$ cat config.mk
export PLATFORM = sky130hd
export DESIGN_NAME = rd_port_arbiter
export DESIGN_NICKNAME = d
export VERILOG_FILES = /design/src/rtl/rd_port_arbiter.sv
export SDC_FILE = /design/constraint.sdc
export NUM_CORES = 1
export LEC_CHECK = 0
export ABC_AREA = 1
export BUFFER_PORTS_ARGS = -buffer_cell sky130_fd_sc_hd__buf_2
export CAP_MARGIN = 20
export CORE_ASPECT_RATIO = 0.6
export CORE_UTILIZATION = 40
export CTS_CLUSTER_DIAMETER = 200
export DETAILED_ROUTE_END_ITERATION = 8
export GPL_ROUTABILITY_DRIVEN = 0
export HOLD_SLACK_MARGIN = 0.06
export SYNTH_ARGS = -nofsm -noshare
export SYNTH_HDL_FRONTEND = slang
export SYNTH_SLANG_ARGS = --single-unit
$ cat constraint.sdc
create_clock -name internal_clk -period 4.1 [get_ports internal_clk]
set_clock_uncertainty 0.1 [all_clocks]
set_input_delay 0 -clock internal_clk [delete_from_list [all_inputs] [get_ports internal_clk]]
set_output_delay 0 -clock internal_clk [all_outputs]
set_load 0.02 [all_outputs]
$ cat src/rtl/rd_port_arbiter.sv
// Round-robin arbiter granting one output module at a time the shared-cache read port,
// with a per-grant watchdog that forces release of a holder that never signals done.
module rd_port_arbiter #(
    parameter int unsigned PORT_NUB = 16,
    parameter int unsigned TIMEOUT  = 1024,
    localparam int unsigned WIDTH_SEL = $clog2(PORT_NUB),
    localparam int unsigned WIDTH_WD  = $clog2(TIMEOUT + 1)
) (
    input  logic                 internal_clk,
    input  logic                 rst_n,
    input  logic [PORT_NUB-1:0]  req_in,
    input  logic [PORT_NUB-1:0]  done_in,
    output logic [PORT_NUB-1:0]  grant_out,
    output logic [WIDTH_SEL-1:0] grant_id,
    output logic                 grant_vld,
    output logic                 timeout_err,
    output logic [WIDTH_SEL-1:0] timeout_port
);

    localparam logic [WIDTH_WD-1:0]  WD_LAST  = WIDTH_WD'(TIMEOUT - 1);
    localparam logic [WIDTH_SEL-1:0] PTR_INIT = WIDTH_SEL'(PORT_NUB - 1);
    localparam logic [PORT_NUB-1:0]  ONE_HOT0 = {{(PORT_NUB - 1){1'b0}}, 1'b1};

    typedef enum logic [1:0] {
        StIdle,
        StHold,
        StRelease
    } state_e;

    state_e               state_q;
    state_e               state_d;
    logic [WIDTH_SEL-1:0] ptr;
    logic [WIDTH_WD-1:0]  wd_cnt;

    logic                 win_found;
    logic [WIDTH_SEL-1:0] win_idx;
    logic [WIDTH_SEL-1:0] cand;
    logic                 hold_done;
    logic                 wd_expired;

    assign hold_done  = done_in[grant_id];
    assign wd_expired = (wd_cnt == WD_LAST);

    // Search starts just above the last holder and covers every index, so a sole
    // requester equal to ptr is still found on the final step.
    always_comb begin
        win_found = 1'b0;
        win_idx   = '0;
        cand      = '0;
        for (int i = 0; i < int'(PORT_NUB); i++) begin
            cand = WIDTH_SEL'((int'(ptr) + 1 + i) % int'(PORT_NUB));
            if (!win_found && req_in[cand]) begin
                win_found = 1'b1;
                win_idx   = cand;
            end
        end
    end

    always_comb begin
        state_d = state_q;
        case (state_q)
            StIdle:    if (win_found) state_d = StHold;
            StHold:    if (hold_done || wd_expired) state_d = StRelease;
            StRelease: state_d = StIdle;
            default:   state_d = StIdle;
        endcase
    end

    always_ff @(posedge internal_clk or negedge rst_n) begin
        if (!rst_n) begin
            state_q      <= StIdle;
            grant_out    <= '0;
            grant_id     <= '0;
            grant_vld    <= 1'b0;
            ptr          <= PTR_INIT;
            wd_cnt       <= '0;
            timeout_err  <= 1'b0;
            timeout_port <= '0;
        end else begin
            state_q     <= state_d;
            timeout_err <= 1'b0;
            case (state_q)
                StIdle: begin
                    if (win_found) begin
                        grant_out <= ONE_HOT0 << win_idx;
                        grant_id  <= win_idx;
                        grant_vld <= 1'b1;
                        wd_cnt    <= '0;
                    end
                end
                StHold: begin
                    if (hold_done || wd_expired) begin
                        grant_out <= '0;
                        grant_vld <= 1'b0;
                        ptr       <= grant_id;
                        // A done arriving on the expiry cycle wins: no error is flagged.
                        if (!hold_done) begin
                            timeout_err  <= 1'b1;
                            timeout_port <= grant_id;
                        end
                    end else if (!wd_expired) begin
                        wd_cnt <= wd_cnt + 1'b1;
                    end
                end
                default: ;
            endcase
        end
    end

endmodule

==> impl_metrics.yaml, run 1 <==
layout:
  layout.nets: 788
  postLayoutCoreUtil_pct: 49.51
  multi_input_area_um2: 2823
  fin_area_um2: 5012
  regArea_um2: 1081
  drive_gt1_share_pct: 21.66
  num_antenna_cells: 0
  fillCellCount: 1069
  area_growth_syn_to_layout_pct: 16.76
critical_path:
  crit_buf_inv: 3
  crit_family: "simple AND/OR/NAND/NOR gates"
  slowest_delay_ns: 0.55
  crit_slowest_cell: "dfstp_2"
  worstSetupPathType: "register to register"
  worstPathRequired_ns: 4.23
  end_kind: "register"
  crit_chain: "ha_2, inv_1, nand2_1, nand2_2, ha_1, inv_1, nand3_1, nand3_1, o21ai_4, nand4_4, nor2_4, nand4_4, nor2_8, nand4_4, nor2_4, nand3_2, clkinv_1, nand2_1, nand3_1, nand2_1, nor2_1, nand2_1, nand2_1"
  cp_common_cell: "nand2_1"
  cp_max_fo: 7
  cp.arrival_ns: 3.99
  startpoint_type: "register"
place:
  dpl.hpwl_um: 10550
  io_buffers: 59
  preCtsSetupSlack_ns: 0.2180
  place_area_um2: 4696
floorplanning:
  die_width_um: 135.7
  ioPinCount: 60
  core_area_um2: 10120
  die_y_um: 82.25
  start_util_pct: 42.40
  die-area_um2: 11160
  rows: 28
global_routing:
  global_route.overflow_total: 0
  track_usage_pct: 25.18
  grt_pass1_wl_um: 21360
  grt_start_max_net_pins: 44
  antenna_found_initial: 0
  grt_pass1_vias: 4130
timing:
  drv_slew: 0
  clock.fmax_mhz: 259.4
  layout_setup_ws_ns: 0.2452
  whs_ns: 0.1483
  period_share_pct: 94.02
  max_slew_margin_pct: 57.76
  worst_slew_pin_slew_ns: 0.6311
  final-hold-violation-count: 0
  min_period_ns: 3.855
  setup_viol: 0
clock_network:
  path_clk_slew_ns: 0.07
  cts_sinks: 43
  htree_levels: 2
  tritoncts: "done"
  clockBufferDepth: 2
  numCtsBuffers: 5
  cts_root_buffer: "clkbuf_16"
  clock_latency_ns: 0.29
run_status:
  status: "finished clean"
run:
  cap_violations: 0
yosys:
  ys.flop_type: "dfrtp_1"
  syn_inst: 676
  synth_enable_flop_cells: 0
  ys_seq_area_share_pct: 25.18
  yosysUniqueCellTypes: 45
  syn_area_per_cell_um2: 6.350
  syn_area_um2: 4293
  synth-seq-cells: 43
  syn_nets: 717
  async_flop_share_pct: 100.0
  yosys_warnings: 0
routing:
  wire_per_inst_um: 15.14
  first_pass_iters: 5
  viasPerCell: 5.217
  met1Wirelength_um: 7039
  routed.top_layer: "met4"
  drc_errors: 0
  drt-total-wl_um: 13370
  dr_wl_met2_um: 4887
  dr_total_vias: 4607
  drtIter0Drc: 421
  final_antenna_net_count: 0
  wl_met3_um: 1330
hold_path:
  min_path_type: "primary input to register"
## state kept, by name, summed over array words and instances, names as in the netlist
signal	cells
timeout_port	4
state_q	2
wd_cnt	11
grant_out	16
grant_id	4
ptr	4
grant_vld	1
timeout_err	1
## final cells by class
class,count,share of cell area (%)
clock buffer,5,2.496
clock inverter,3,0.4743
multi-input combinational,540,56.32
tap,135,3.370
inverter,74,5.691
sequential,43,21.57
timing repair buffer,83,10.08
## kinds of logic after synthesis
kind of cell	share of synthesized area, %
AOI/OAI and AO/OA	8.832
xor gates and xnor gates	3.410
adders and majority gates	2.040
buffers and inverters	10.64
DFF	25.18
and+or+nand+nor	49.90
## tightest hold or removal path, cell delays in order
cell	delay [ns]
buf_2	0.08
nor2_1	0.03
o22ai_1	0.14
o211ai_1	0.12
nand2_1	0.07
nor3_1	0.06
## what timing repair did
action / in CTS / in global routing
hold buffers: 1 / 1
buffers inserted: 0 / 6
hold endpoints to repair: 39 / 10
setup endpoints to repair: 0 / 19
gates resized for setup: 0 / 17
## final timing paths
check / endpoint / startpoint / cells after the start / slack [ns]
setup / recovery: grant_out[6] / ptr[1] / 23 / 0.25
min in group asynchronous: grant_out[12] / rst_n / 3 / 0.57
hold reg to reg: grant_out[15] / grant_out[15] / 2 / 0.38
setup reg to reg: grant_out[6] / ptr[1] / 23 / 0.25
max in group asynchronous: ptr[2] / rst_n / 4 / 2.79
hold / removal: timeout_err / done_in[8] / 6 / 0.15
## cell usage in the layout (no fill, tap or decap), types with 6 or more instances in the layout
| cell type | instances |
|---|---|
| nor2_1 | 54 |
| inv_1 | 65 |
| o21ai_2 | 10 |
| nand3_1 | 108 |
| nand4_1 | 11 |
| dfrtp_1 | 39 |
| nand2_2 | 18 |
| buf_2 | 59 |
| nor3_1 | 7 |
| xor2_1 | 6 |
| o21ai_0 | 26 |
| nand2_1 | 235 |
| buf_4 | 20 |
## metal layers
layer  up-vias  GRT usage (%)
li1       2322              -
met4         0          5.281
met3        11          6.899
met1      2077          39.25
met5         -              0
met2       197          33.11
## per-stage QoR
step,TNS (ns),cells
2_1_floorplan,0,676
3_3_place_gp,0,865
3_5_place_dp,0,865
4_1_cts,0,874
5_1_grt,-0.1283,883
6_report,0,883
## cell usage after synthesis (4+ instances only)
cell / number / area (um2)
dfrtp_1: 39 / 975.9
nand4_1: 11 / 68.82
nor2_1: 57 / 214.0
nand2_2: 20 / 125.1
nor3_1: 8 / 40.04
inv_1: 65 / 244.0
xor2_1: 6 / 52.55
buf_4: 6 / 45.04
nor2_4: 5 / 56.30
inv_2: 5 / 18.77
ha_1: 7 / 87.58
buf_6: 6 / 67.56
a21oi_1: 5 / 25.02
o21ai_0: 28 / 140.1
nand2_1: 236 / 885.9
nand3_1: 109 / 545.5
nand3_2: 4 / 40.04
dfstp_2: 4 / 105.1
o21ai_2: 10 / 87.58
Power of run 1 is not shown: default switching activity piles up to over one toggle a cycle in this logic, so the estimate is an artifact.
==> run 2, diff against run 1 <==
--- a/config.mk
+++ b/config.mk
@@ -14,6 +14,7 @@
 export DETAILED_ROUTE_END_ITERATION = 8
 export GPL_ROUTABILITY_DRIVEN = 0
 export HOLD_SLACK_MARGIN = 0.06
+export RECOVER_POWER = 100
 export SYNTH_ARGS = -nofsm -noshare
 export SYNTH_HDL_FRONTEND = slang
 export SYNTH_SLANG_ARGS = --single-unit
==> run 2 against run 1 <==
The run now ends with max-capacitance violations, max-slew violations left. Design area decreased by 1.0%. Sequential share of layout area rose by 0.22 points. First-iteration DRC count increased by 4.3%. Largest cell class unchanged.
==> impl_metrics.yaml, run 2 (synthesized netlist as in run 1, its figures left out) <==
layout:
  final_cell_mix: "nand2_1, nand3_1, inv_1"
  final_common_cell: "nand2_1"
  drive_gt1_share_pct: 17.91
  largest_reg_flops: 16
  regMostFlops: "grant_out"
  fin_area_um2: 4962
  area_growth_syn_to_layout_pct: 15.59
  num_antenna_cells: 0
  top_regs: "grant_out x16, wd_cnt x11"
  fillCellCount: 1085
  layout.nets: 788
critical_path:
  worstSetupPathType: "register to register"
  slowest_delay_ns: 0.55
  crit_chain: "ha_2, inv_1, nand2_1, nand2_2, ha_1, inv_1, nand3_1, nand2_1, o21ai_4, nand4_4, nor2_4, nand4_4, nor2_8, nand4_4, nor2_4, nand3_2, clkinv_1, nand2_1, nand3_1, nand2_1, nor2_1, nand2_1, nand2_1"
  cp_max_fo: 7
  cp_common_cell: "nand2_1"
  crit_slowest_cell: "dfstp_2"
  worstPathRequired_ns: 4.23
  end_kind: "register"
  startpoint_type: "register"
  cp.arrival_ns: 3.99
clock_network:
  cts_sinks: 43
  htree_levels: 2
  numCtsBuffers: 5
  path_clk_slew_ns: 0.07
  tritoncts: "done"
  clockBufferDepth: 2
  cts_root_buffer: "clkbuf_16"
  clock_latency_ns: 0.29
floorplanning:
  die_y_um: 82.25
  ioPinCount: 60
  start_util_pct: 42.40
  die-area_um2: 11160
  core_area_um2: 10120
  rows: 28
  die_width_um: 135.7
routing:
  dr_total_vias: 4630
  viasPerCell: 5.243
  drc_errors: 0
  first_pass_iters: 5
  final_antenna_net_count: 0
  wire_per_inst_um: 15.16
  drt-total-wl_um: 13390
  drtIter0Drc: 439
hold_path:
  min_path_type: "primary input to register"
timing:
  worst_slew_pin_slew_ns: 1.877
  layout_setup_ws_ns: 0.2443
  clock.fmax_mhz: 259.4
  period_share_pct: 94.04
  final-hold-violation-count: 0
  setup_viol: 0
  min_period_ns: 3.856
  drv_slew: 34
  max_slew_margin_pct: -25.16
global_routing:
  grt_start_max_net_pins: 44
  grt_pass1_vias: 4130
  global_route.overflow_total: 0
  grt_pass1_wl_um: 21360
  antenna_found_initial: 0
  track_usage_pct: 25.18
place:
  place_area_um2: 4696
  dpl.hpwl_um: 10550
  preCtsSetupSlack_ns: 0.2180
  io_buffers: 59
run_status:
  status: "finished, violations left"
  violations: "max-capacitance violations, max-slew violations"
run:
  cap_violations: 1
run 2: final cells by class:
type	instances	area, um2	share of cell area, %
Multi-Input combinational cell	540	2823	56.88
Timing Repair Buffer	83	455.4	9.178
Clock inverter	3	23.77	0.4791
Tap cell	135	168.9	3.404
Clock buffer	5	125.1	2.521
Sequential cell	43	1081	21.79
Inverter	74	285.3	5.749
run 2: layer usage:
layer	GRT usage (%)	part of all wire (%)	vias up
met5	0	0	-
met2	33.11	37	188
li1	-	-	2324
met3	6.899	9.7	11
met4	5.281	0.84	0
met1	39.25	53	2107
run 2: final timing paths:
path                               from         endpoint  slack, ns  cells past startpoint
max in group asynchronous         rst_n  timeout_port[1]       1.09                      4
min                          done_in[8]      timeout_err       0.15                      6
max reg2reg                      ptr[1]     grant_out[6]       0.24                     23
min in group asynchronous         rst_n    grant_out[12]       0.67                      3
min reg2reg                grant_out[2]     grant_out[2]       0.38                      2
max                              ptr[1]     grant_out[6]       0.24                     23
run 2: critical path, delay by kind of cell, from the launching register on:
family | cells | cell delay, ns
AOI/OAI and AO/OA | 1 | 0.25
and+or+nand+nor | 17 | 2.05
DFF | 1 | 0.55
adders and majority gates | 2 | 0.55
buffers and inverters | 3 | 0.27
run 2: what timing repair did:
item,in CTS,in global routing
hold endpoints to repair,39,10
hold buffers,1,1
gates resized for setup,0,17
setup endpoints to repair,0,19
setup buffers,0,6
run 2: metrics by stage:
stage	hold WS [ns]	TNS [ns]	instances	util [%]
floorplan	-0.3956	0	676	-
global placement	0.1147	0	865	46.38
detailed placement	0.1159	0	865	46.38
CTS	0.1449	0	874	47.95
global route	0.1877	-0.1283	883	49.01
finish	0.1476	0	883	49.01
Power of run 2 is left out for the same reason.
==> run 3, diff against run 2 <==
--- a/config.mk
+++ b/config.mk
@@ -9,7 +9,7 @@
 export BUFFER_PORTS_ARGS = -buffer_cell sky130_fd_sc_hd__buf_2
 export CAP_MARGIN = 20
 export CORE_ASPECT_RATIO = 0.6
-export CORE_UTILIZATION = 40
+export CORE_UTILIZATION = 30
 export CTS_CLUSTER_DIAMETER = 200
 export DETAILED_ROUTE_END_ITERATION = 8
 export GPL_ROUTABILITY_DRIVEN = 0
==> run 3 against run 2 <==
The flow still finishes with violations (max-capacitance violations, max-slew violations). Maximum frequency increased by 0.46%. Count of clock-buffer cells in the layout grew 1. Sequential share of layout area is 0.41 points lower. Worst hold slack improved by 0.0019 ns. Register-to-register slack better by 0.02 ns. Global-route usage fell by 6.6 points. Critical path depth shrank 2. Wire length fell by 2.9%. Non-clock buffer count down 1.
==> impl_metrics.yaml, run 3 (synthesized netlist as in run 1, its figures left out) <==
floorplanning:
  ioPinCount: 60
  die_width_um: 156.4
  start_util_pct: 31.13
  die-area_um2: 14810
  die_y_um: 94.66
  rows: 33
  core_area_um2: 13790
critical_path:
  rr_endpoint: "grant_out[3]"
  startpoint_type: "register"
  worstPathRequired_ns: 4.22
  regToRegStartpoint: "ptr[1]"
  crit_buf_inv: 2
  crit_chain: "ha_2, buf_4, nand2_1, nand2_4, nand2_1, o21ai_0, nand2_1, nand3_1, nand2_1, nand4_4, nor2_4, nand4_4, nor2_8, nand4_4, nor2_4, nand3_4, clkinv_1, nand2_2, a21oi_4, nand2_1, nand2_1"
  r2r_cells: 21
  end_kind: "register"
  cp_max_fo: 13
  cp_common_cell: "nand2_1"
  crit_family: "simple AND/OR/NAND/NOR gates"
  cp.arrival_ns: 3.96
  worstSetupPathType: "register to register"
  slowest_delay_ns: 0.55
  crit_slowest_cell: "dfstp_2"
  r2r_slack_ns: 0.26
routing:
  dr_total_vias: 4625
  drt-total-wl_um: 13000
  drc_errors: 0
  drtIter0Drc: 479
  first_pass_iters: 7
  wire_per_inst_um: 13.85
  final_antenna_net_count: 0
  viasPerCell: 4.925
global_routing:
  global_route.overflow_total: 0
  grt_pass1_vias: 4139
  grt_start_max_net_pins: 44
  grt_pass1_wl_um: 21310
  track_usage_pct: 18.57
  antenna_found_initial: 0
layout:
  final_cell_mix: "nand2_1, nand3_1, inv_1"
  top_regs: "grant_out x16, wd_cnt x11"
  fillCellCount: 1491
  layout.nets: 787
  stdcell_count: 939
  regMostFlops: "grant_out"
  final_common_cell: "nand2_1"
  largest_reg_flops: 16
  drive_gt1_share_pct: 17.80
  area_growth_syn_to_layout_pct: 17.84
  num_antenna_cells: 0
  postLayoutCoreUtil_pct: 36.68
timing:
  rsz0062_at_grt: "no"
  max_slew_margin_pct: -45.65
  setup_viol: 0
  tns_ns: 0
  min_period_ns: 3.838
  final-hold-violation-count: 0
  clock.fmax_mhz: 260.5
  period_share_pct: 93.61
  whs_ns: 0.1495
  worst_slew_pin_slew_ns: 2.185
  drv_slew: 41
hold_path:
  hold_depth: 6
  min_from: "done_in[8]"
  min_to: "timeout_err"
  min_path_type: "primary input to register"
place:
  dpl.hpwl_um: 10140
  placed_cells: 920
  io_buffers: 59
clock_network:
  numCtsBuffers: 5
  tritoncts: "done"
  clockBufferDepth: 2
  htree_levels: 2
  cts_root_buffer: "clkbuf_16"
  path_clk_slew_ns: 0.06
  clock_latency_ns: 0.29
  cts_sinks: 43
run_status:
  violations: "max-capacitance violations, max-slew violations"
  status: "finished, violations left"
run:
  cap_violations: 1
[run 3: changes by cell type in the layout (fill, tap and decap cells not counted), moves of 2 or more]
cell,previous run,this run
nand3_2,5,3
o21ai_1,3,0
buf_4,20,18
o21ai_0,26,31
nor2_1,54,51
clkinvlp_4,2,0
nor2_2,3,6
[run 3: per-stage QoR]
step / setup slack (ns) / cell area [um2]
2_1_floorplan: 0.4235 / 4293
3_3_place_gp: 0.2041 / 4752
3_5_place_dp: 0.2187 / 4752
4_1_cts: 0.1956 / 4936
5_1_grt: 0.01428 / 5059
6_report: 0.2618 / 5059
[run 3: layout make-up]
class / instances / area [um2] / area share (%)
clock inverter: 2 / 35.03 / 0.6926
timing repair buffer: 82 / 451.7 / 8.929
clock buffer: 6 / 138.9 / 2.745
multi-input combinational: 540 / 2829 / 55.92
sequential: 43 / 1081 / 21.37
tap: 192 / 240.2 / 4.749
inverter: 74 / 282.8 / 5.590
[run 3: tightest hold or removal path, delay by kind of cell]
family                 cells  cell delay, ns
AO/OA/AOI/OAI              2            0.27
AND/OR/NAND/NOR            3            0.16
buffers and inverters      1            0.07
[run 3: how the worst max path moves through the flow]
stage,startpoint,endpoint,slack [ns],depth (start not counted)
3_3_place_gp,ptr[1],grant_out[6],0.20,19
4_1_cts,ptr[1],grant_out[3],0.20,19
3_5_place_dp,ptr[1],wd_cnt[3],0.22,19
6_report,ptr[1],grant_out[3],0.26,21
2_1_floorplan,ptr[1],wd_cnt[6],0.42,23
5_1_grt,ptr[1],grant_out[15],0.01,23
[run 3: timing repair]
item | in CTS | in global routing
setup buffers | 0 | 7
hold buffers | 1 | 1
endpoints found under the setup margin | 0 | 18
hold endpoints to repair | 39 | 3
resized for setup | 0 | 20
[run 3: layer usage]
layer | track usage, % | vias to the layer above | routed length, um
met5 | 0 | - | 0
met4 | 3.105 | 0 | 58
met3 | 4.727 | 8 | 1308
met2 | 23.62 | 201 | 4678
met1 | 30.07 | 2089 | 6956
li1 | - | 2327 | -
Power of run 3 is left out for the same reason.
